===== src/rtl/uart_frame_ctrl.sv =====
// Byte-stream frame decoder: parses FE/LEN/CMD/payload/EF frames from a UART receiver,
// loads matrix/vector memories, holds the configured dimension and launches the datapath.
module uart_frame_ctrl #(
    parameter int TIMEOUT_CYCLES = 8192,
    parameter int MAX_N          = 8
) (
    input  logic       clk_i,
    input  logic       reset_ni,
    input  logic [7:0] rx_data_i,
    input  logic       rx_valid_i,
    output logic [3:0] cfg_n_o,
    output logic       wr_en_o,
    output logic       wr_sel_o,
    output logic [6:0] wr_addr_o,
    output logic [7:0] wr_data_o,
    output logic       mat_ready_o,
    output logic       vec_ready_o,
    output logic       start_o,
    output logic       frame_done_o,
    output logic       frame_err_o
);

    localparam int            TW  = $clog2(TIMEOUT_CYCLES + 1);
    localparam logic [TW-1:0] TMO = TW'(TIMEOUT_CYCLES);

    localparam logic [7:0] SOF       = 8'hFE;
    localparam logic [7:0] EOF       = 8'hEF;
    localparam logic [7:0] CMD_SETN  = 8'h01;
    localparam logic [7:0] CMD_START = 8'h03;
    localparam logic [7:0] CMD_MAT   = 8'h04;
    localparam logic [7:0] CMD_VEC   = 8'h05;

    typedef enum logic [2:0] {IDLE, GET_LEN, GET_CMD, PAYLOAD, GET_END} state_e;

    state_e        state_q, state_d;
    logic [7:0]    len_q, len_d;
    logic [7:0]    cmd_q, cmd_d;
    logic [7:0]    cnt_q, cnt_d;
    logic [7:0]    pend_q, pend_d;
    logic [3:0]    cfg_n_q, cfg_n_d;
    logic          mat_q, mat_d;
    logic          vec_q, vec_d;
    logic [TW-1:0] tmr_q, tmr_d;
    logic          wr_en_q, wr_en_d;
    logic          wr_sel_q, wr_sel_d;
    logic [6:0]    wr_addr_q, wr_addr_d;
    logic [7:0]    wr_data_q, wr_data_d;
    logic          done_q, done_d;
    logic          err_q, err_d;
    logic          start_q, start_d;

    logic [7:0] nn;
    logic       cmd_ok;
    logic       last_pl;
    logic       timeout;
    logic       n_ok;

    assign nn      = {4'd0, cfg_n_q} * {4'd0, cfg_n_q};
    assign last_pl = (cnt_q == len_q - 8'd3);
    assign timeout = (state_q != IDLE) && !rx_valid_i && (tmr_q == TMO);
    assign n_ok    = (pend_q != 8'd0) && (pend_q <= 8'(MAX_N));

    // LEN is checked against the command here so PAYLOAD never runs past N*N or N bytes.
    always_comb begin
        cmd_ok = 1'b0;
        case (rx_data_i)
            CMD_SETN:  cmd_ok = (len_q == 8'd3);
            CMD_START: cmd_ok = (len_q == 8'd2);
            CMD_MAT:   cmd_ok = (cfg_n_q != 4'd0) && ({1'b0, len_q} == ({1'b0, nn} + 9'd2));
            CMD_VEC:   cmd_ok = (cfg_n_q != 4'd0) && (len_q == ({4'd0, cfg_n_q} + 8'd2));
            default:   cmd_ok = 1'b0;
        endcase
    end

    always_ff @(posedge clk_i or negedge reset_ni) begin
        if (!reset_ni) state_q <= IDLE;
        else           state_q <= state_d;
    end

    always_comb begin
        state_d = state_q;
        if (timeout) begin
            state_d = IDLE;
        end else if (rx_valid_i) begin
            case (state_q)
                IDLE:    if (rx_data_i == SOF) state_d = GET_LEN;
                GET_LEN: state_d = (rx_data_i < 8'd2) ? IDLE : GET_CMD;
                GET_CMD: begin
                    if (!cmd_ok)              state_d = IDLE;
                    else if (len_q == 8'd2)   state_d = GET_END;
                    else                      state_d = PAYLOAD;
                end
                PAYLOAD: if (last_pl) state_d = GET_END;
                GET_END: state_d = IDLE;
                default: state_d = IDLE;
            endcase
        end
    end

    always_comb begin
        len_d     = len_q;
        cmd_d     = cmd_q;
        cnt_d     = cnt_q;
        pend_d    = pend_q;
        cfg_n_d   = cfg_n_q;
        mat_d     = mat_q;
        vec_d     = vec_q;
        wr_en_d   = 1'b0;
        wr_sel_d  = wr_sel_q;
        wr_addr_d = wr_addr_q;
        wr_data_d = wr_data_q;
        done_d    = 1'b0;
        err_d     = 1'b0;
        start_d   = 1'b0;
        tmr_d     = (rx_valid_i || state_q == IDLE) ? '0 : tmr_q + TW'(1);

        if (timeout) begin
            err_d = 1'b1;
        end else if (rx_valid_i) begin
            case (state_q)
                GET_LEN: begin
                    if (rx_data_i < 8'd2) err_d = 1'b1;
                    else                  len_d = rx_data_i;
                end
                GET_CMD: begin
                    cnt_d = 8'd0;
                    if (cmd_ok) begin
                        cmd_d = rx_data_i;
                        if (rx_data_i == CMD_MAT) mat_d = 1'b0;
                        if (rx_data_i == CMD_VEC) vec_d = 1'b0;
                    end else begin
                        err_d = 1'b1;
                    end
                end
                PAYLOAD: begin
                    cnt_d = cnt_q + 8'd1;
                    if (cmd_q == CMD_MAT || cmd_q == CMD_VEC) begin
                        wr_en_d   = 1'b1;
                        wr_sel_d  = (cmd_q == CMD_VEC);
                        wr_addr_d = cnt_q[6:0];
                        wr_data_d = rx_data_i;
                    end else begin
                        pend_d = rx_data_i;
                    end
                end
                GET_END: begin
                    if (rx_data_i != EOF) begin
                        err_d = 1'b1;
                    end else begin
                        case (cmd_q)
                            CMD_SETN: begin
                                if (n_ok) begin
                                    done_d  = 1'b1;
                                    cfg_n_d = pend_q[3:0];
                                    mat_d   = 1'b0;
                                    vec_d   = 1'b0;
                                end else begin
                                    err_d = 1'b1;
                                end
                            end
                            CMD_START: begin
                                if (mat_q && vec_q) begin
                                    done_d  = 1'b1;
                                    start_d = 1'b1;
                                end else begin
                                    err_d = 1'b1;
                                end
                            end
                            CMD_MAT: begin
                                done_d = 1'b1;
                                mat_d  = 1'b1;
                            end
                            CMD_VEC: begin
                                done_d = 1'b1;
                                vec_d  = 1'b1;
                            end
                            default: err_d = 1'b1;
                        endcase
                    end
                end
                default: ;
            endcase
        end
    end

    always_ff @(posedge clk_i or negedge reset_ni) begin
        if (!reset_ni) begin
            len_q     <= '0;
            cmd_q     <= '0;
            cnt_q     <= '0;
            pend_q    <= '0;
            cfg_n_q   <= '0;
            mat_q     <= 1'b0;
            vec_q     <= 1'b0;
            tmr_q     <= '0;
            wr_en_q   <= 1'b0;
            wr_sel_q  <= 1'b0;
            wr_addr_q <= '0;
            wr_data_q <= '0;
            done_q    <= 1'b0;
            err_q     <= 1'b0;
            start_q   <= 1'b0;
        end else begin
            len_q     <= len_d;
            cmd_q     <= cmd_d;
            cnt_q     <= cnt_d;
            pend_q    <= pend_d;
            cfg_n_q   <= cfg_n_d;
            mat_q     <= mat_d;
            vec_q     <= vec_d;
            tmr_q     <= tmr_d;
            wr_en_q   <= wr_en_d;
            wr_sel_q  <= wr_sel_d;
            wr_addr_q <= wr_addr_d;
            wr_data_q <= wr_data_d;
            done_q    <= done_d;
            err_q     <= err_d;
            start_q   <= start_d;
        end
    end

    assign cfg_n_o      = cfg_n_q;
    assign wr_en_o      = wr_en_q;
    assign wr_sel_o     = wr_sel_q;
    assign wr_addr_o    = wr_addr_q;
    assign wr_data_o    = wr_data_q;
    assign mat_ready_o  = mat_q;
    assign vec_ready_o  = vec_q;
    assign start_o      = start_q;
    assign frame_done_o = done_q;
    assign frame_err_o  = err_q;

endmodule


===== config.mk =====
export PLATFORM = sky130hd
export DESIGN_NAME = uart_frame_ctrl
export DESIGN_NICKNAME = d
export VERILOG_FILES = /design/src/rtl/uart_frame_ctrl.sv
export SDC_FILE = /design/constraint.sdc
export NUM_CORES = 1
export LEC_CHECK = 0
export ABC_CLOCK_PERIOD_IN_PS = 7100
export CAP_MARGIN = 15
export CELL_PAD_IN_SITES_DETAIL_PLACEMENT = 1
export CELL_PAD_IN_SITES_GLOBAL_PLACEMENT = 1
export CORE_MARGIN = 5
export CORE_UTILIZATION = 45
export CTS_BUF_LIST = sky130_fd_sc_hd__clkbuf_16
export CTS_CLUSTER_DIAMETER = 50
export CTS_CLUSTER_SIZE = 30
export DETAILED_ROUTE_END_ITERATION = 7
export PLACE_DENSITY_LB_ADDON = 0.1
export SYNTH_ARGS = -nofsm -noshare
export SYNTH_HDL_FRONTEND = slang
export SYNTH_SLANG_ARGS = --single-unit

===== constraint.sdc =====
create_clock -name clk_i -period 7.1 [get_ports clk_i]
set_input_delay 1.775 -clock clk_i [delete_from_list [all_inputs] [get_ports clk_i]]
set_output_delay 1.775 -clock clk_i [all_outputs]
set_load 0.005 [all_outputs]

==> impl_metrics.yaml, run 1 <==
worst_setup_path:
  arrival_ns: 4.78
  required_ns: 7.31
  end_kind: "flip-flop"
  cp-start-kind: "primary input"
  path_class: "primary input to flip-flop"
  cp_max_fo: 10
timing:
  finClkSkew_ns: 0.00579
  worst_pin_slew_ns: 1.03
  fmax_mhz: 219
  timing.hold.ws_ns: 0.481
  report.final.slew_viol_count: 0
  fin_crit_sh: 0.643
  min_period_ns: 4.57
  final.setup.worst_slack_ns: 2.53
  setup_violations: 0
  relSlewSlack: 0.304
  rsz0062_at_grt: "no"
  final_hold_viol_count: 0
  finalSetupTns_ns: 0
final_layout:
  drive_above_1_share: 0.0924
  multi_input_area_um2: 2260
  final_nets: 507
  fillers: 1060
  fin_util: 0.545
  final_cell_mix: "nand2_1, dfrtp_1, clkdlybuf4s50_1, nor2_1, o21ai_0"
  seqCellArea_um2: 1880
  area_growth_pct: 18.5
  final_common_cell: "nand2_1"
  diodes: 0
cts:
  cts_tree: "built"
  cts_resized: 0
  cts_buffers: 9
  clockBufferDepth: 2
  clkLatencyLatePin_ns: 0.33
  cts.clk_slew.worst_paths_ns: 0.06
  cts_sinks: 75
  cts_setup_buffers: 0
  root_buffer: "clkbuf_16"
  htreeDepth: 3
  cts_hold_buffers: 0
power:
  leakage_nw: 2.23
  switching_share: 0.331
  seqPwrFrac: 0.408
  ir_worst_vdd_mv: 0.128
  p_switching_mw: 0.496
  p_int_mw: 1.00
  powerDensity_nw_per_um2: 298
  clockPowerShare: 0.348
  combPwrFrac: 0.245
placement:
  globalplace.congestion: 0.910
  dp_hpwl_um: 8340
  dp_slack_ns: 2.21
  port_buffers: 36
die:
  dieArea_um2: 11500
  initial_utilization: 0.460
  core_area_um2: 9240
  std_cell_rows: 35
  die_x_um: 107
  io_pins: 37
  die_h_um: 107
grt:
  antenna_found_initial: 0
  grt_max_degree: 76
  grt_usage: 0.215
  grt-ovfl-total: 0
  grt_pass1_vias: 3697
  grt_pass1_wl_um: 19300
synth:
  async_reset_ff_frac: 1.00
  synthFlopType: "dfrtp_1"
  synthCells: 452
  syn-num-nets: 476
  synth.avg_cell_area_um2: 9.40
  synth-seq-cells: 75
  synth-warning-count: 0
  yosys.cell_types.count: 60
  synth_edf_count: 0
  yosysSeqAreaShare: 0.442
  synth_area_um2: 4250
detailed_routing:
  initialDrtViolationCount: 141
  num_vias: 3543
  ant_nets: 0
  dr.pass1.iters: 4
  drc: 0
  routedWlPerCell_um: 19.3
  viasPerCell: 5.75
  postRouteWirelength_um: 11900
status:
  outcome: "complete, no violations"
run:
  max-cap-violations: 0
hold_path:
  hp-class: "flip-flop to flip-flop"
==> layer usage <==
metal,wire (um),share of wire,up-vias,GRT usage
li1,-,-,1675,-
met1,5400,0.46,1796,0.272
met2,5880,0.50,54,0.369
met3,332,0.028,18,0.0421
met4,244,0.021,0,0.0731
met5,0,0,-,0
==> registers in the layout, summed over array words and instances (netlist names), 3 cells and up <==
| signal | cells |
|---|---|
| cnt_q | 8 |
| pend_q | 8 |
| len_q | 8 |
| cfg_n_o | 4 |
| wr_data_o | 8 |
| wr_addr_o | 7 |
| cmd_q | 8 |
| state_q | 3 |
| tmr_q | 14 |
==> critical path, cell delays in order <==
cell and delay (ns):
clkdlybuf4s50_1 0.76, nand4bb_1 0.27, nor2_4 0.08, or4b_1 0.59, a2111oi_2 0.45, nand3b_1 0.20
a21oi_4 0.30, mux2_1 0.35
==> stage by stage <==
| stage | cells | area (um^2) | power, mW |
|---|---|---|---|
| CTS | 616 | 5030 | 1.51 |
| global placement | 601 | 4700 | 0.954 |
| detailed placement | 601 | 4700 | 0.975 |
| finish | 616 | 5030 | 1.50 |
| floorplan | 452 | 4250 | 0.856 |
| global route | 616 | 5030 | 1.57 |
==> power by group through the flow <==
| stage | Clock [mW] | Combinational, mW | Sequential, mW |
|---|---|---|---|
| floorplan | 0 | 0.305 | 0.551 |
| detailed placement | 0 | 0.358 | 0.617 |
| global placement | 0 | 0.345 | 0.609 |
| CTS | 0.529 | 0.368 | 0.608 |
| global route | 0.550 | 0.404 | 0.621 |
| finish | 0.521 | 0.367 | 0.611 |
==> kinds of logic after synthesis <==
| family | count (synthesis) | synth area share |
|---|---|---|
| xor gates and xnor gates | 23 | 0.0474 |
| and+or+nand+nor | 209 | 0.247 |
| AOI/OAI and AO/OA | 72 | 0.116 |
| DFF | 75 | 0.442 |
| buffers and inverters | 28 | 0.0271 |
| other | 2 | 0.00177 |
| adders and majority gates | 13 | 0.0400 |
| muxes | 30 | 0.0786 |
==> layout make-up <==
cell class | count | area share
sequential | 75 | 0.373
clock buffer | 9 | 0.0447
multi-input combinational | 349 | 0.448
timing repair buffer | 37 | 0.0726
inverter | 11 | 0.00820
clock inverter | 6 | 0.0211
tap | 129 | 0.0321
==> final timing paths <==
kind | from | to | slack (ns) | cells past startpoint
worst max-delay path | rx_data_i[1] | cmd_q[2] | 2.53 | 8
worst min-delay path | wr_addr_o[6] | wr_addr_o[6] | 0.48 | 2
worst max register to register | cfg_n_o[1] | cmd_q[2] | 3.49 | 10
worst min register to register | wr_addr_o[6] | wr_addr_o[6] | 0.48 | 2
max in group asynchronous | reset_ni | pend_q[1] | 4.89 | 1
min in group asynchronous | reset_ni | tmr_q[8] | 1.58 | 1
==> synthesized netlist by cell type (6+ instances only) <==
library cell / instances / area share
nand2_1: 87 / 0.077
dfrtp_1: 75 / 0.44
nor2_1: 25 / 0.022
o21ai_0: 23 / 0.027
mux2_2: 22 / 0.058
a21oi_1: 16 / 0.019
ha_1: 12 / 0.035
xnor2_1: 12 / 0.025
and3_1: 11 / 0.016
clkbuf_1: 11 / 0.0097
inv_1: 11 / 0.0097
nand3_1: 11 / 0.013
nor3_1: 11 / 0.013
xor2_1: 11 / 0.023
or3_1: 10 / 0.015
nor2b_1: 9 / 0.013
nand4_1: 8 / 0.012
and2_1: 7 / 0.010
nor4_1: 6 / 0.0088
or4_1: 6 / 0.011
Power figures use the tool's default switching activity.
==> run 2: changes to the inputs <==
Settings changed: ABC_CLOCK_PERIOD_IN_PS 7100 to 3900, CORE_UTILIZATION 45 to 41.
Clock period 7.1 ns to 3.9 ns, I/O delays scaled along.
==> run 2 against run 1 <==
  * Sequential share of layout area decreased by 0.54 points
  * Die area increased by 8.8%
  * Count of clock-buffer cells in the layout unchanged
  * Power increased by 73%
  * Largest cell class unchanged
  * Global-route usage decreased by 2.1 points
  * Clock skew decreased by 0.00065 ns
  * Critical endpoint is now mat_ready_o
  * Critical path depth unchanged
==> impl_metrics.yaml, run 2 (synthesis results as in run 1) <==
status:
  outcome: "complete, no violations"
detailed_routing:
  initialDrtViolationCount: 133
  viasPerCell: 5.56
  drc: 0
  dr.pass1.iters: 4
  num_vias: 3550
  ant_nets: 0
  postRouteWirelength_um: 11700
  routedWlPerCell_um: 18.4
timing:
  rsz0062_at_grt: "no"
  worst_pin_slew_ns: 0.959
  final_hold_viol_count: 0
  report.final.slew_viol_count: 0
  finClkSkew_ns: 0.00514
  relSlewSlack: 0.361
  final.setup.worst_slack_ns: 0.355
  fin_crit_sh: 0.909
  min_period_ns: 3.54
  setup_violations: 0
  finalSetupTns_ns: 0
  fmax_mhz: 282
die:
  initial_utilization: 0.415
  die_x_um: 112
  std_cell_rows: 37
  core_area_um2: 10200
  io_pins: 37
  die_h_um: 112
  dieArea_um2: 12500
worst_setup_path:
  timing.rr.end: "mat_ready_o"
  required_ns: 4.12
  end_kind: "flip-flop"
  path_class: "primary input to flip-flop"
  arrival_ns: 3.77
  r2r_setup_slack_ns: 0.47
  r2r_cells: 10
  cp-start-kind: "primary input"
  cp_max_fo: 6
  worstReg2RegStart: "cfg_n_o[1]"
placement:
  dp_slack_ns: 0.0203
  dp_cells: 623
  port_buffers: 36
  dp_hpwl_um: 8580
  globalplace.congestion: 0.813
cts:
  cts.clk_slew.worst_paths_ns: 0.06
  clockBufferDepth: 2
  htreeDepth: 3
  cts_sinks: 75
  cts_resized: 0
  cts_buffers: 9
  root_buffer: "clkbuf_16"
  cts_setup_buffers: 0
  cts_tree: "built"
  cts_hold_buffers: 0
  clkLatencyLatePin_ns: 0.34
run:
  max-cap-violations: 0
hold_path:
  hold_depth: 2
  hp-class: "flip-flop to flip-flop"
  min-delay-start: "wr_addr_o[4]"
  holdPathEnd: "wr_addr_o[4]"
final_layout:
  final_nets: 522
  seqCellArea_um2: 1880
  multi_input_area_um2: 2260
  final_common_cell: "nand2_1"
  drive_above_1_share: 0.122
  largest_reg_flops: 14
  final_cell_mix: "nand2_1, dfrtp_1, clkdlybuf4s50_1, nor2_1, o21ai_0"
  diodes: 0
  stdcell_count: 638
  area_growth_pct: 20.2
  top_register: "tmr_q"
  fillers: 1171
grt:
  grt_max_degree: 76
  grt_pass1_wl_um: 19400
  grt-ovfl-total: 0
  antenna_found_initial: 0
  grt_pass1_vias: 3664
  grt_usage: 0.195
power:
  ir_worst_vdd_mv: 0.217
  powerDensity_nw_per_um2: 507
  leakage_nw: 2.28
==> run 2: worst max-delay path by stage <==
stage                      start           to  slack (ns)  cells after the start
floorplan             cfg_n_o[1]     cmd_q[2]        0.61                     11
detailed placement  rx_data_i[3]  mat_ready_o        0.02                      8
global placement    rx_data_i[3]  mat_ready_o        0.15                      8
global route        rx_data_i[3]  mat_ready_o        0.16                      8
finish              rx_data_i[5]  mat_ready_o        0.36                      8
CTS                 rx_data_i[5]  mat_ready_o        0.36                      8
==> run 2: final cells by class <==
type,instances,area share
multi-input combinational,349,0.442
sequential,75,0.367
timing repair buffer,52,0.0936
clock buffer,9,0.0441
tap,136,0.0333
clock inverter,6,0.0115
inverter,11,0.00808
==> run 2: layer usage <==
layer / GRT usage / routed length [um] / part of all wire / vias to the layer above
li1: - / - / - / 1699
met1: 0.266 / 5570 / 0.47 / 1794
met2: 0.319 / 5720 / 0.49 / 50
met3: 0.0370 / 351 / 0.030 / 7
met4: 0.0479 / 103 / 0.0088 / 0
met5: 0 / 0 / 0 / -
==> run 2: through the flow <==
stage | power (mW) | utilization | hold slack, ns | cell area, um^2
6_report | 2.59 | 0.499 | 0.482 | 5110
4_1_cts | 2.61 | 0.499 | 0.485 | 5110
3_3_place_gp | 1.75 | 0.471 | 0.459 | 4820
5_1_grt | 2.75 | 0.499 | 0.506 | 5110
2_1_floorplan | 1.56 | - | 0.455 | 4250
3_5_place_dp | 1.78 | 0.471 | 0.469 | 4820
==> run 2: report_power, final <==
group / total, mW / internal [mW] / leakage [nW] / switching (mW)
registers: 1.11 / 0.897 / 1.01 / 0.208
logic: 0.665 / 0.319 / 1.14 / 0.346
clock network: 0.819 / 0.487 / 0.138 / 0.332
total: 2.59 / 1.70 / 2.28 / 0.885
==> run 2: critical path, cell delays in order <==
cell and delay (ns):
clkdlybuf4s50_1 0.49, or4_1 0.31, nor2_4 0.10, or4b_1 0.57
a2111oi_2 0.44, nand4b_1 0.18, a221oi_1 0.34, mux2_1 0.36
==> run 3: changes to the inputs <==
Settings changed: ABC_CLOCK_PERIOD_IN_PS 3900 to 4300, CORE_UTILIZATION 41 to 45, GPL_ROUTABILITY_DRIVEN set to 1, GPL_TIMING_DRIVEN set to 0.
Clock period 3.9 ns to 4.3 ns, I/O delays scaled along.
==> run 3 against run 2 <==
  * Clock power down 15%
  * Sequential power down 14%
  * Final area fell by 1.6%
  * Register-to-register slack gained 0.02 ns
  * Global-route usage grew 2.2 points
  * Critical endpoint unchanged
  * Critical path type unchanged
  * Largest power group unchanged
  * Via count is 0.79% lower
  * Worst setup slack better by 0.037 ns
  * Final cell count shrank 1.3%
  * Clock skew rose by 0.0044 ns
==> impl_metrics.yaml, run 3 (synthesis results as in run 1) <==
status:
  outcome: "complete, no violations"
power:
  p_switching_mw: 0.812
  seqPwrFrac: 0.412
  leakage_nw: 2.23
  clockPowerShare: 0.300
  ir_worst_vdd_mv: 0.207
  combPwrFrac: 0.288
  powerDensity_nw_per_um2: 460
  switching_share: 0.351
  p_int_mw: 1.50
timing:
  fmax_mhz: 256
  worst_pin_slew_ns: 1.01
  relSlewSlack: 0.318
  finClkSkew_ns: 0.00950
  fin_crit_sh: 0.909
  rsz0062_at_grt: "no"
  report.final.slew_viol_count: 0
  min_period_ns: 3.91
  timing.hold.ws_ns: 0.478
  final_hold_viol_count: 0
  setup_violations: 0
placement:
  placed_area_um2: 4760
  globalplace.congestion: 0.866
  port_buffers: 32
  dp_hpwl_um: 8540
grt:
  antenna_found_initial: 0
  grt_usage: 0.217
  grt_max_degree: 62
  grt_pass1_vias: 3762
  grt_pass1_wl_um: 19700
  grt-ovfl-total: 0
worst_setup_path:
  critPathCapture: "mat_ready_o"
  cp_max_fo: 6
  arrival_ns: 4.13
  timing.rr.end: "mat_ready_o"
  path_class: "primary input to flip-flop"
  cp-start-kind: "primary input"
  end_kind: "flip-flop"
  crit_path_start: "rx_data_i[3]"
  required_ns: 4.52
  worstReg2RegStart: "cfg_n_o[1]"
  r2r_cells: 11
  r2r_setup_slack_ns: 0.49
cts:
  cts_sinks: 75
  htreeDepth: 3
  cts.clk_slew.worst_paths_ns: 0.06
  cts_setup_buffers: 0
  cts_tree: "built"
  cts_buffers: 9
  cts_hold_buffers: 0
  root_buffer: "clkbuf_16"
  clockBufferDepth: 2
  cts_resized: 0
  clkLatencyLatePin_ns: 0.34
die:
  io_pins: 37
  die_x_um: 107
  std_cell_rows: 35
  initial_utilization: 0.460
  die_h_um: 107
  dieArea_um2: 11500
  core_area_um2: 9240
detailed_routing:
  dr.pass1.iters: 4
  viasPerCell: 5.59
  initialDrtViolationCount: 137
  ant_nets: 0
  postRouteWirelength_um: 11500
  drc: 0
  num_vias: 3522
  routedWlPerCell_um: 18.3
final_layout:
  drive_above_1_share: 0.104
  area_growth_pct: 18.3
  final_cell_mix: "nand2_1, dfrtp_1, clkdlybuf4s50_1, nor2_1, o21ai_0"
  largest_reg_flops: 14
  final_nets: 520
  final_common_cell: "nand2_1"
  design_area_um2: 5020
  top_register: "tmr_q"
  diodes: 0
hold_path:
  hp-class: "flip-flop to flip-flop"
run:
  max-cap-violations: 0
run 3: cell count changes in the layout (fill, tap and decap cells not counted), moves of 4 or more:
cell,delta
clkbuf_1,+11
buf_2,+5
buf_4,-15
clkdlybuf4s50_1,-4
run 3: power by group through the flow:
stage               Clock [mW]  Sequential (mW)  Combinational (mW)
floorplan                    0            0.910               0.503
global placement             0            0.952               0.626
detailed placement           0            0.961               0.663
CTS                      0.710            0.949               0.668
global route             0.747            0.967               0.739
finish                   0.694            0.951               0.665
run 3: how the worst min path moves through the flow:
stage / cells after the start / slack [ns] / from / to
after detailed placement: 2 / 0.47 / wr_data_o[7] / wr_data_o[7]
after global placement: 2 / 0.46 / wr_data_o[0] / wr_data_o[0]
after floorplan: 1 / 0.45 / tmr_q[0] / tmr_q[0]
final: 2 / 0.48 / wr_addr_o[4] / wr_addr_o[4]
after global routing: 2 / 0.51 / wr_addr_o[2] / wr_addr_o[2]
after CTS: 2 / 0.48 / wr_addr_o[4] / wr_addr_o[4]
run 3: cell type report:
cell class	count	area (um^2)
repair buffers	33	345
clock buffers	9	225
clock inverters	7	43.8
fillers	1065	4220
plain buffers	17	73.8
multi-input cells	349	2260
flip-flops and latches	75	1880
inverters	11	41.3
well taps	129	161
run 3: per-stage QoR:
stage                      util  TNS [ns]  power [mW]  setup WS [ns]  std cells
after floorplan               -         0        1.41          0.978        452
after global placement    0.512    -39.91        1.58         -0.539        613
after detailed placement  0.515         0        1.62         0.0668        614
after CTS                 0.544         0        2.33          0.380        630
after global routing      0.544         0        2.45          0.212        630
final                     0.544         0        2.31          0.392        630
run 3: worst max-delay path, stage by stage:
cell and delay [ns]:
clkdlybuf4s50_1 0.53, or4_1 0.55, buf_4 0.18, nor3_1 0.28
o2111ai_1 0.22, a2111oi_2 0.33, nand4b_1 0.22, a221oi_1 0.39
mux2_1 0.36
run 3: layer usage:
metal  wire, um  share of wire  track usage
met3        319          0.028       0.0427
met2       5790           0.50        0.363
met4        186          0.016       0.0676
met5          0              0            0
met1       5210           0.45        0.283
